==> config.mk <==
export PLATFORM = sky130hd
export DESIGN_NAME = hicore_agu
export DESIGN_NICKNAME = d
export VERILOG_FILES = /design/src/rtl/hicore_agu_pkg.sv /design/src/rtl/hicore_agu_skid.sv /design/src/rtl/hicore_agu.sv
export SDC_FILE = /design/constraint.sdc
export NUM_CORES = 1
export LEC_CHECK = 0
export ABC_AREA = 1
export CORE_AREA = 5 5 216 218
export DETAILED_ROUTE_END_ITERATION = 10
export DIE_AREA = 0 0 221 223
export GPL_TIMING_DRIVEN = 0
export MAX_ROUTING_LAYER = met4
export PLACE_DENSITY = 0.52
export REMOVE_ABC_BUFFERS = 1
export SLEW_MARGIN = 20
export SYNTH_ARGS = -nofsm -noshare
export SYNTH_HDL_FRONTEND = slang
export SYNTH_SLANG_ARGS = --single-unit
==> constraint.sdc <==
create_clock -name clk -period 17.7 [get_ports clk]
set_input_delay 4.425 -clock clk [delete_from_list [all_inputs] [get_ports clk]]
set_output_delay 4.425 -clock clk [all_outputs]
set_load 0.01 [all_outputs]
==> src/rtl/hicore_agu_pkg.sv <==
// ---------------------------------------------------------------------------
// hicore_agu_pkg
// Shared configuration for the HiCore address generation unit.
//
// The HiCore width macros (address, register and issue-bundle sizes) and the
// misalignment exception bit indices live together at the top of this file
// so that every AGU file sees the same values. The package mirrors them as
// typed localparams and provides the skid-buffer state type and a small
// misalignment helper.
//
// Optional feature macro: HiCore_AGU_MISALIGN_EN (consumed by hicore_agu).
// Info bundle layout, MSB to LSB: {rob_ptr, pc, irq, excp}.
// ---------------------------------------------------------------------------
`ifndef HICORE_CONFIG_DEFINED
`define HICORE_CONFIG_DEFINED
`define HiCore_ADDR_SIZE        32
`define HiCore_REG_SIZE         32
`define HiCore_ROB_PTR_SIZE     4
`define HiCore_EXCP_SIZE        8
`define HiCore_ISSUE2ALU_SIZE   (`HiCore_ROB_PTR_SIZE + `HiCore_ADDR_SIZE + 1 + `HiCore_EXCP_SIZE)
`define HiCore_EXCP_LD_MISALIGN 4
`define HiCore_EXCP_ST_MISALIGN 6
`endif

package hicore_agu_pkg;

  localparam int EXCP_W           = `HiCore_EXCP_SIZE;
  localparam int EXCP_LD_MISALIGN = `HiCore_EXCP_LD_MISALIGN;
  localparam int EXCP_ST_MISALIGN = `HiCore_EXCP_ST_MISALIGN;

  // One-hot exception codes written when an access is misaligned
  localparam logic [EXCP_W-1:0] EXCP_LD_MASK = EXCP_W'(1) << EXCP_LD_MISALIGN;
  localparam logic [EXCP_W-1:0] EXCP_ST_MASK = EXCP_W'(1) << EXCP_ST_MISALIGN;

  // Occupancy of the two-entry in-order buffer between AGU and LSU
  typedef enum logic [1:0] {
    SKID_EMPTY = 2'd0,
    SKID_ONE   = 2'd1,
    SKID_TWO   = 2'd2
  } skid_state_e;

  // Halfwords must sit on even addresses, words on multiples of four;
  // byte accesses are never misaligned.
  function automatic logic agu_is_misaligned(input logic       isShort,
                                             input logic       isWord,
                                             input logic [1:0] offset);
    return (isShort && offset[0]) || (isWord && (offset != 2'b00));
  endfunction

endpackage

==> src/rtl/hicore_agu_skid.sv <==
// ---------------------------------------------------------------------------
// hicore_agu_skid
// Two-entry in-order buffer holding computed AGU requests until the LSU
// accepts them. The head entry is presented combinationally from storage, so
// it stays stable while the consumer stalls.
//
// Ports:
//   clk, rst     clock, asynchronous active-high reset
//   i_flush      drop every entry on the next edge (overrides push/pop)
//   i_push       write i_data as the newest entry (ignored when full)
//   i_data       entry payload, DW bits
//   o_not_full   buffer can take another entry this cycle
//   o_valid      head entry present
//   i_ready      consumer takes the head entry when o_valid is high
//   o_data       head (oldest) entry payload
// ---------------------------------------------------------------------------
module hicore_agu_skid
  import hicore_agu_pkg::*;
#(
  parameter int DW = 8
) (
  input  logic          clk,
  input  logic          rst,
  input  logic          i_flush,
  input  logic          i_push,
  input  logic [DW-1:0] i_data,
  output logic          o_not_full,
  output logic          o_valid,
  input  logic          i_ready,
  output logic [DW-1:0] o_data
);

  skid_state_e   r_state;
  skid_state_e   w_next_state;
  logic [DW-1:0] r_mem [2];
  logic          r_rd_ptr;
  logic          r_wr_ptr;
  logic          w_push;
  logic          w_pop;

  assign o_valid    = (r_state != SKID_EMPTY);
  assign o_not_full = (r_state != SKID_TWO);
  assign o_data     = r_mem[r_rd_ptr];

  // A push while full would overwrite the head, so it is masked here as well
  assign w_push = i_push & o_not_full;
  assign w_pop  = o_valid & i_ready;

  // Occupancy register
  always_ff @(posedge clk or posedge rst) begin
    if (rst) begin
      r_state <= SKID_EMPTY;
    end else begin
      r_state <= w_next_state;
    end
  end

  // Occupancy transitions; a simultaneous push and pop leaves the count alone
  always_comb begin
    w_next_state = r_state;
    unique case (r_state)
      SKID_EMPTY: if (w_push) w_next_state = SKID_ONE;
      SKID_ONE: begin
        if (w_push && !w_pop) begin
          w_next_state = SKID_TWO;
        end else if (!w_push && w_pop) begin
          w_next_state = SKID_EMPTY;
        end
      end
      SKID_TWO: if (w_pop) w_next_state = SKID_ONE;
      default: w_next_state = SKID_EMPTY;
    endcase
    if (i_flush) begin
      w_next_state = SKID_EMPTY;
    end
  end

  // Entry storage and ring pointers; a flush rewinds both pointers so the
  // next entry lands in slot 0 again
  always_ff @(posedge clk or posedge rst) begin
    if (rst) begin
      r_mem[0] <= '0;
      r_mem[1] <= '0;
      r_rd_ptr <= 1'b0;
      r_wr_ptr <= 1'b0;
    end else if (i_flush) begin
      r_rd_ptr <= 1'b0;
      r_wr_ptr <= 1'b0;
    end else begin
      if (w_push) begin
        r_mem[r_wr_ptr] <= i_data;
        r_wr_ptr        <= ~r_wr_ptr;
      end
      if (w_pop) begin
        r_rd_ptr <= ~r_rd_ptr;
      end
    end
  end

endmodule

==> src/rtl/hicore_agu.sv <==
// ---------------------------------------------------------------------------
// hicore_agu
// Address generation unit: computes the effective address rs1+imm, the byte
// write mask and the lane-replicated store data for each issued memory op,
// optionally flags misaligned accesses in the exception field, and queues the
// result in a two-entry buffer towards the LSU.
//
// Optional feature: define HiCore_AGU_MISALIGN_EN to raise the load/store
// misalignment exception bits. Without it the info bundle passes unchanged
// and the address is forwarded as computed.
//
// Ports:
//   clk, rst                    clock, asynchronous active-high reset
//   flush                       commit-stage flush, drops all queued ops
//   i_issue2agu_valid/ready     issue handshake (ready is also high on cancel)
//   i_issue2agu_cancel          squashed request: accepted but not queued
//   i_issue2agu_rs1/rs2/imm     base, store data, offset
//   i_issue2agu_read ... _byte_access   op decode
//   i_issue2agu_info            {rob_ptr, pc, irq, excp}
//   o_agu2lsu_valid/ready       LSU handshake
//   o_agu2lsu_cancel            head entry squashed by a flush this cycle
//   o_agu2lsu_*                 decode, addr, wdata, wmask, info of head entry
// ---------------------------------------------------------------------------
module hicore_agu
  import hicore_agu_pkg::*;
#(
  parameter int AW   = `HiCore_ADDR_SIZE,
  parameter int XLEN = `HiCore_REG_SIZE,
  parameter int IW   = `HiCore_ISSUE2ALU_SIZE
) (
  input  logic              clk,
  input  logic              rst,
  input  logic              flush,

  input  logic              i_issue2agu_valid,
  output logic              i_issue2agu_ready,
  input  logic              i_issue2agu_cancel,
  input  logic [XLEN-1:0]   i_issue2agu_rs1,
  input  logic [XLEN-1:0]   i_issue2agu_rs2,
  input  logic [XLEN-1:0]   i_issue2agu_imm,
  input  logic              i_issue2agu_read,
  input  logic              i_issue2agu_unsigned,
  input  logic              i_issue2agu_word_access,
  input  logic              i_issue2agu_short_access,
  input  logic              i_issue2agu_byte_access,
  input  logic [IW-1:0]     i_issue2agu_info,

  output logic              o_agu2lsu_valid,
  input  logic              o_agu2lsu_ready,
  output logic              o_agu2lsu_cancel,
  output logic              o_agu2lsu_read,
  output logic              o_agu2lsu_unsigned,
  output logic              o_agu2lsu_word_access,
  output logic              o_agu2lsu_short_access,
  output logic              o_agu2lsu_byte_access,
  output logic [AW-1:0]     o_agu2lsu_addr,
  output logic [XLEN-1:0]   o_agu2lsu_wdata,
  output logic [XLEN/8-1:0] o_agu2lsu_wmask,
  output logic [IW-1:0]     o_agu2lsu_info
);

  localparam int MW = XLEN / 8;
  localparam int DW = 5 + AW + XLEN + MW + IW;

  logic [XLEN-1:0] w_sum;
  logic [AW-1:0]   w_addr;
  logic [MW-1:0]   w_wmask;
  logic [XLEN-1:0] w_wdata;
  logic [IW-1:0]   w_info;
  logic            w_push;
  logic            w_skid_not_full;
  logic            w_skid_valid;
  logic [DW-1:0]   w_push_data;
  logic [DW-1:0]   w_pop_data;

  // Effective address wraps modulo 2^AW
  assign w_sum  = i_issue2agu_rs1 + i_issue2agu_imm;
  assign w_addr = w_sum[AW-1:0];

  // Byte-lane write mask; the shifted pattern is truncated to the bus width
  always_comb begin
    w_wmask = '0;
    if (!i_issue2agu_read) begin
      if (i_issue2agu_byte_access) begin
        w_wmask = MW'(1) << w_addr[1:0];
      end else if (i_issue2agu_short_access) begin
        w_wmask = MW'(3) << w_addr[1:0];
      end else if (i_issue2agu_word_access) begin
        w_wmask = '1;
      end
    end
  end

  // Store data replicated across all lanes so the mask alone selects bytes
  always_comb begin
    w_wdata = i_issue2agu_rs2;
    if (i_issue2agu_byte_access) begin
      w_wdata = {(XLEN/8){i_issue2agu_rs2[7:0]}};
    end else if (i_issue2agu_short_access) begin
      w_wdata = {(XLEN/16){i_issue2agu_rs2[15:0]}};
    end
  end

`ifdef HiCore_AGU_MISALIGN_EN
  logic w_misalign;

  assign w_misalign = agu_is_misaligned(i_issue2agu_short_access,
                                        i_issue2agu_word_access,
                                        w_addr[1:0]);

  // An earlier exception already owns the excp field, so misalignment is
  // only reported when the incoming code is clear
  always_comb begin
    w_info = i_issue2agu_info;
    if (w_misalign && (i_issue2agu_info[EXCP_W-1:0] == '0)) begin
      w_info[EXCP_W-1:0] = i_issue2agu_read ? EXCP_LD_MASK : EXCP_ST_MASK;
    end
  end
`else
  assign w_info = i_issue2agu_info;
`endif

  // A cancelled request is consumed immediately so issue never stalls on it
  assign i_issue2agu_ready = i_issue2agu_cancel | w_skid_not_full;
  assign w_push = i_issue2agu_valid & i_issue2agu_ready
                & ~i_issue2agu_cancel & ~flush;

  assign w_push_data = {i_issue2agu_read,
                        i_issue2agu_unsigned,
                        i_issue2agu_word_access,
                        i_issue2agu_short_access,
                        i_issue2agu_byte_access,
                        w_addr,
                        w_wdata,
                        w_wmask,
                        w_info};

  hicore_agu_skid #(
    .DW(DW)
  ) u_skid (
    .clk       (clk),
    .rst       (rst),
    .i_flush   (flush),
    .i_push    (w_push),
    .i_data    (w_push_data),
    .o_not_full(w_skid_not_full),
    .o_valid   (w_skid_valid),
    .i_ready   (o_agu2lsu_ready),
    .o_data    (w_pop_data)
  );

  assign {o_agu2lsu_read,
          o_agu2lsu_unsigned,
          o_agu2lsu_word_access,
          o_agu2lsu_short_access,
          o_agu2lsu_byte_access,
          o_agu2lsu_addr,
          o_agu2lsu_wdata,
          o_agu2lsu_wmask,
          o_agu2lsu_info} = w_pop_data;

  assign o_agu2lsu_valid  = w_skid_valid;
  assign o_agu2lsu_cancel = w_skid_valid & flush;

endmodule

==> out/results.ini, run 1 <==
[cts]
clockBufferDepth = 3
h-tree-depth = 1
clock_latency_ns = 0.58
ctsResizeCount = 0
clk_pin_slew_ns = 0.05
cts_sinks = 240
numCtsBuffers = 30
cts_tree = done
cts_root_buf = clkbuf_16
hold_buffers = 0
cts_setup_buffers = 0

[sta]
slew_viol_final = 0
finalHoldViolations = 0
rsz0062_at_grt = false
max_freq_ghz = 0.0989
post-route-period-util_pct = 57.1
fin_tns_setup_ns = 0
hold_slack_ns = 0.471
skew_ns = 0.0256
relSlewSlack_pct = 33.2
tightest_slew_ns = 1.00
setup_viol = 0
finalCriticalPeriod_ns = 10.12

[finish]
fill_cells = 4761
fin_area_um2 = 17500
multi_input_area_um2 = 5860
utilization_pct = 39.2
drive_above_1_share_pct = 3.30
regArea_um2 = 6010
insertedDiodeCount = 0
nets = 2287
syn2layout_area_growth_pct = 33.3

[floorplan]
num_rows = 78
die_area_um2 = 49300
coreArea_um2 = 44700
die-width_um = 221
die_h_um = 223
start_util_pct = 29.4
num_io_pins = 273

[place]
place.gp.congestion = 0.885
dp_hpwl_mm = 29.0
port_buffers = 272
postPlaceCellArea_um2 = 16500

[run_status]
status = complete, no violations

[yosys]
synth-edff-count = 0
ys_ff_latch = 240
netlist_instances = 1866
ys_warn_count = 0
syn_area_um2 = 13100
ys_top_cells_by_area = dfrtp_1, nand2_1, inv_1
synth-async-reset-ratio_pct = 100
synth_cell_type_count = 34
synthFlopType = dfrtp_1
ys_seq_area_share_pct = 45.7
syn_avg_cell_area_um2 = 7.04
synth_area_leader_cell = dfrtp_1
synth_top_area_share_pct = 45.7

[setup_path]
end_kind = output port
startpoint_type = input port
cp.arrival_ns = 5.69
crit_fanout = 6
crit_required_ns = 13.28
critical_path_class = input port to output port

[power]
ir_drop_mv = 0.0765
fin_total_pwr_uw = 1990
powerDensity_nw_per_um2 = 113
p_leak_uw = 0.00891

[routing]
vias_per_cell = 4.52
vias = 12286
finalWirelength_mm = 40.5
drc = 0
initialDrtViolationCount = 862
wire_per_inst_um = 14.9
drtPass1Iterations = 5
ant_nets = 0

[grt]
grt_pass1_wl_mm = 65.9
grt_max_degree = 123
grt_usage_pct = 16.6
grt_antenna_before_repair = 0
grt_overflow_total = 0
grt_pass1_vias = 12078

[job]
cap_violations = 0

[min_path]
min_path_type = flop to flop

[registers in the layout, indices dropped and copies added (netlist names)]
| name | flops |
|---|---|
| u_skid.r_rd_ptr | 1 |
| u_skid.r_wr_ptr | 1 |
| u_skid.r_state | 2 |
| u_skid.r_mem | 236 |
[layout make-up]
cell class | count | share of cell area (%)
Sequential cell | 240 | 34.3
Multi-Input combinational cell | 1307 | 33.5
Timing Repair Buffer | 283 | 17.1
Inverter | 236 | 5.20
Clock buffer | 45 | 4.90
Tap cell | 600 | 4.29
Clock inverter | 8 | 0.679
[final timing paths]
check	from	endpoint	slack (ns)	cells after the start
setup / recovery	flush	o_agu2lsu_cancel	7.58	4
hold / removal	u_skid.r_mem[83]	u_skid.r_mem[83]	0.47	2
setup reg to reg	u_skid.r_state[1]	u_skid.r_mem[122]	15.06	10
hold reg to reg	u_skid.r_mem[83]	u_skid.r_mem[83]	0.47	2
max in group asynchronous	rst	u_skid.r_mem[229]	12.49	3
min in group asynchronous	rst	u_skid.r_mem[37]	4.31	2
[metrics by stage]
stage / setup slack [ns] / std cells
after floorplan: 6.69 / 1783
after detailed placement: 7.59 / 2666
after global placement: 2.42 / 2655
final: 7.58 / 2719
after CTS: 7.59 / 2719
after global routing: 7.48 / 2719
[worst max-delay path, stage by stage]
cell and delay (ns):
clkdlybuf4s50_1 0.52, inv_2 0.09, nor2_1 0.10, clkdlybuf4s50_1 0.55
[cell families (layout without fill, tap and decap cells)]
group / count (synthesis) / count (layout) / synth area share [%]
AOI/OAI and AO/OA: 284 / 284 / 11.1
buffers and inverters: 319 / 572 / 9.61
xor gates and xnor gates: 14 / 14 / 0.934
adders and majority gates: 37 / 37 / 3.58
and+or+nand+nor: 972 / 972 / 29.0
DFF: 240 / 240 / 45.7
[cell usage in the layout (no fill, tap or decap), drive strengths merged, types with 2 or more instances in the layout]
cell type	Yosys	layout
inv	236	236
o21bai	3	3
nand2	825	825
nor2	66	66
nor3	4	4
nand3b	3	3
dfrtp	240	240
xor2	4	4
bufinv	0	2
a31oi	16	16
clkinv	0	6
clkbuf	41	45
buf	42	12
nand4	5	5
ha	36	36
or2	2	2
o211ai	2	2
o21ai	230	230
xnor2	10	10
clkdlybuf4s50	0	271
a21oi	29	29
nand3	67	67
[power breakdown]
part | total, uW | internal, uW | leakage, uW | switching (uW)
Sequential | 757 | 688 | 0.00301 | 69.6
Clock | 606 | 362 | 0.000477 | 244
Combinational | 622 | 292 | 0.00542 | 330
[synth_stat cells, types with 5 or more instances]
library cell,number
dfrtp_1,240
inv_1,232
nand3_1,66
buf_2,33
nor2_1,61
clkbuf_1,40
xnor2_1,10
a31oi_1,16
a21oi_1,29
nand2_1,825
ha_1,36
nand4_1,5
o21ai_1,110
o21ai_0,120
[metal layers]
metal  global-route usage (%)  vias to the layer above  share of wire, %  wire (um)
met1                     22.2                     5694                47      18900
met4                     3.06                        0               2.0        828
met2                     27.5                      286                47      19200
met5                        -                        -                 0          0
li1                         -                     6252                 -          -
met3                     2.34                       54               4.0       1600
(Power assumes the default switching activity.)
==> run 2: changes to the inputs <==
==> constraint.sdc (replaced) <==
create_clock -name clk -period 10.2 [get_ports clk]
set_input_delay 2.55 -clock clk [delete_from_list [all_inputs] [get_ports clk]]
set_output_delay 2.55 -clock clk [all_outputs]
set_load 0.01 [all_outputs]
==> results of run 2 <==
The final DEF is identical to that of run 1. Status: complete, no violations.
Main changes from that run: setup slack after placement 7.59 ns -> 3.84 ns; setup slack after layout 7.58 ns -> 3.83 ns; register-to-register setup slack 15.06 ns -> 7.56 ns; total power 1990 uW -> 3450 uW; worst IR drop on VDD 0.0765 mV -> 0.133 mV
==> run 3: changes to the inputs <==
--- a/config.mk
+++ b/config.mk
@@ -11,7 +11,7 @@
 export DIE_AREA = 0 0 221 223
 export GPL_TIMING_DRIVEN = 0
 export MAX_ROUTING_LAYER = met4
-export PLACE_DENSITY = 0.52
+export PLACE_DENSITY = 0.54
 export REMOVE_ABC_BUFFERS = 1
 export SLEW_MARGIN = 20
 export SYNTH_ARGS = -nofsm -noshare
==> constraint.sdc (replaced) <==
create_clock -name clk -period 5.33 [get_ports clk]
set_input_delay 1.3325 -clock clk [delete_from_list [all_inputs] [get_ports clk]]
set_output_delay 1.3325 -clock clk [all_outputs]
set_load 0.01 [all_outputs]
==> out/results.ini, run 3 (synthesized netlist as in run 1, its figures left out) <==
[run_status]
status = complete, no violations  ; unchanged

[sta]
finalHoldViolations = 0  ; unchanged
post-route-period-util_pct = 85.7
relSlewSlack_pct = 35.2  ; was 33.2%
skew_ns = 0.0124  ; was 0.0256 ns
slew_viol_final = 0  ; unchanged
finalCriticalPeriod_ns = 4.57
tightest_slew_ns = 0.971  ; was 1.00 ns
rsz0062_at_grt = false  ; unchanged
setup_viol = 0  ; unchanged
max_freq_ghz = 0.219
hold_slack_ns = 0.470  ; was 0.471 ns
setup_ws_ns = 0.762  ; was 3.83 ns

[finish]
drive_above_1_share_pct = 3.35  ; was 3.30%
top_register = u_skid.r_mem  ; unchanged
fin_cells = 2720  ; was 2719
regArea_um2 = 6010  ; unchanged
largest_reg_flops = 236  ; unchanged
fill_cells = 4810  ; was 4761
layout_commonest_cell = nand2_1  ; unchanged
multi_input_area_um2 = 5860  ; unchanged
layout_common_cells = nand2_1, clkdlybuf4s50_1, dfrtp_1, inv_1, o21ai_0  ; unchanged
utilization_pct = 39.1  ; was 39.2%
top_regs = u_skid.r_mem (236), u_skid.r_state (2)  ; unchanged
nets = 2286  ; was 2287
syn2layout_area_growth_pct = 33.1  ; was 33.3%

[grt]
grt_overflow_total = 0  ; unchanged
grt_usage_pct = 16.4  ; was 16.6%
grt_pass1_vias = 12311  ; was 12078
grt_pass1_wl_mm = 65.4  ; was 65.9 mm
grt_max_degree = 125  ; was 123
grt_antenna_before_repair = 1  ; was 0

[min_path]
min_path_type = flop to flop  ; unchanged
hold_depth = 2  ; unchanged

[setup_path]
critical_path_class = flop to output port  ; was input port to output port
worst_r2r_path_depth = 10  ; unchanged
end_kind = output port  ; unchanged
cp.arrival_ns = 3.24  ; was 3.82 ns
crit_fanout = 66  ; was 6
crit_required_ns = 4.00  ; was 7.65 ns
startpoint_type = flop  ; was input port

[routing]
drtPass1Iterations = 5  ; unchanged
wire_per_inst_um = 14.7  ; was 14.9 um
drc = 0  ; unchanged
finalWirelength_mm = 40.1  ; was 40.5 mm
ant_nets = 0  ; unchanged
vias = 12265  ; was 12286
initialDrtViolationCount = 869  ; was 862
vias_per_cell = 4.51  ; was 4.52

[cts]
cts_setup_buffers = 0  ; unchanged
cts_sinks = 240  ; unchanged
h-tree-depth = 1  ; unchanged
clockBufferDepth = 3  ; unchanged
clock_latency_ns = 0.57  ; was 0.58 ns
ctsResizeCount = 0  ; unchanged
cts_tree = done  ; unchanged
hold_buffers = 0  ; unchanged
cts_root_buf = clkbuf_16  ; unchanged
clk_pin_slew_ns = 0.06  ; was 0.05 ns
numCtsBuffers = 30  ; unchanged

[floorplan]
start_util_pct = 29.4  ; unchanged
num_rows = 78  ; unchanged
coreArea_um2 = 44700  ; unchanged
die-width_um = 221  ; unchanged
die_h_um = 223  ; unchanged
die_area_um2 = 49300  ; unchanged
num_io_pins = 273  ; unchanged

[power]
powerDensity_nw_per_um2 = 375  ; was 197 nW/um^2
ir_drop_mv = 0.282  ; was 0.133 mV
p_leak_uw = 0.00889  ; was 0.00891 uW
fin_total_pwr_uw = 6560  ; was 3450 uW

[place]
dp_hpwl_mm = 28.6  ; was 29.0 mm
port_buffers = 272  ; unchanged
place_inst = 2665  ; was 2666
pre_cts_ws_ns = 1.24  ; was 3.84 ns
place.gp.congestion = 0.860  ; was 0.885

[job]
cap_violations = 0  ; unchanged

run 3: critical path, cell delays in order (launching register included):
cell and delay, ns:
dfrtp_4 0.69, buf_16 0.28, buf_16 0.23, inv_6 0.26
buf_16 0.33, nand2_1 0.08, nand2_1 0.08, clkdlybuf4s50_1 0.59
run 3: path summary, 6_finish.rpt:
| check | start | endpoint | slack, ns |
|---|---|---|---|
| worst max-delay path | u_skid.r_rd_ptr | o_agu2lsu_wdata[7] | 0.76 |
| worst min-delay path | u_skid.r_mem[64] | u_skid.r_mem[64] | 0.47 |
| worst max register to register | u_skid.r_state[1] | u_skid.r_mem[120] | 2.69 |
| worst min register to register | u_skid.r_mem[64] | u_skid.r_mem[64] | 0.47 |
| max in group asynchronous | rst | u_skid.r_mem[86] | 3.20 |
| min in group asynchronous | rst | u_skid.r_mem[39] | 1.22 |
run 3: through the flow:
step / TNS [ns] / area (um^2)
4_1_cts: 0 / 17500
2_1_floorplan: -670.69 / 12800
6_report: 0 / 17500
5_1_grt: 0 / 17500
3_3_place_gp: -2159.78 / 16200
3_5_place_dp: 0 / 16500
run 3: cell type report:
type	instances	share of cell area, %
sequential	240	34.4
multi-input combinational	1307	33.5
timing repair buffer	282	17.0
inverter	236	5.21
clock buffer	42	4.73
tap	600	4.30
clock inverter	12	0.823
antenna	1	0.0143
run 3: power breakdown:
group | internal [uW] | total (uW) | switching, uW
Clock | 1180 | 1990 | 807
Combinational | 967 | 2050 | 1080
Sequential | 2280 | 2520 | 241
run 3: routing by layer:
layer | wire [um] | global-route usage [%]
met3 | 1520 | 2.51
met5 | 0 | -
met4 | 737 | 2.92
met2 | 19000 | 27.8
met1 | 18800 | 21.1
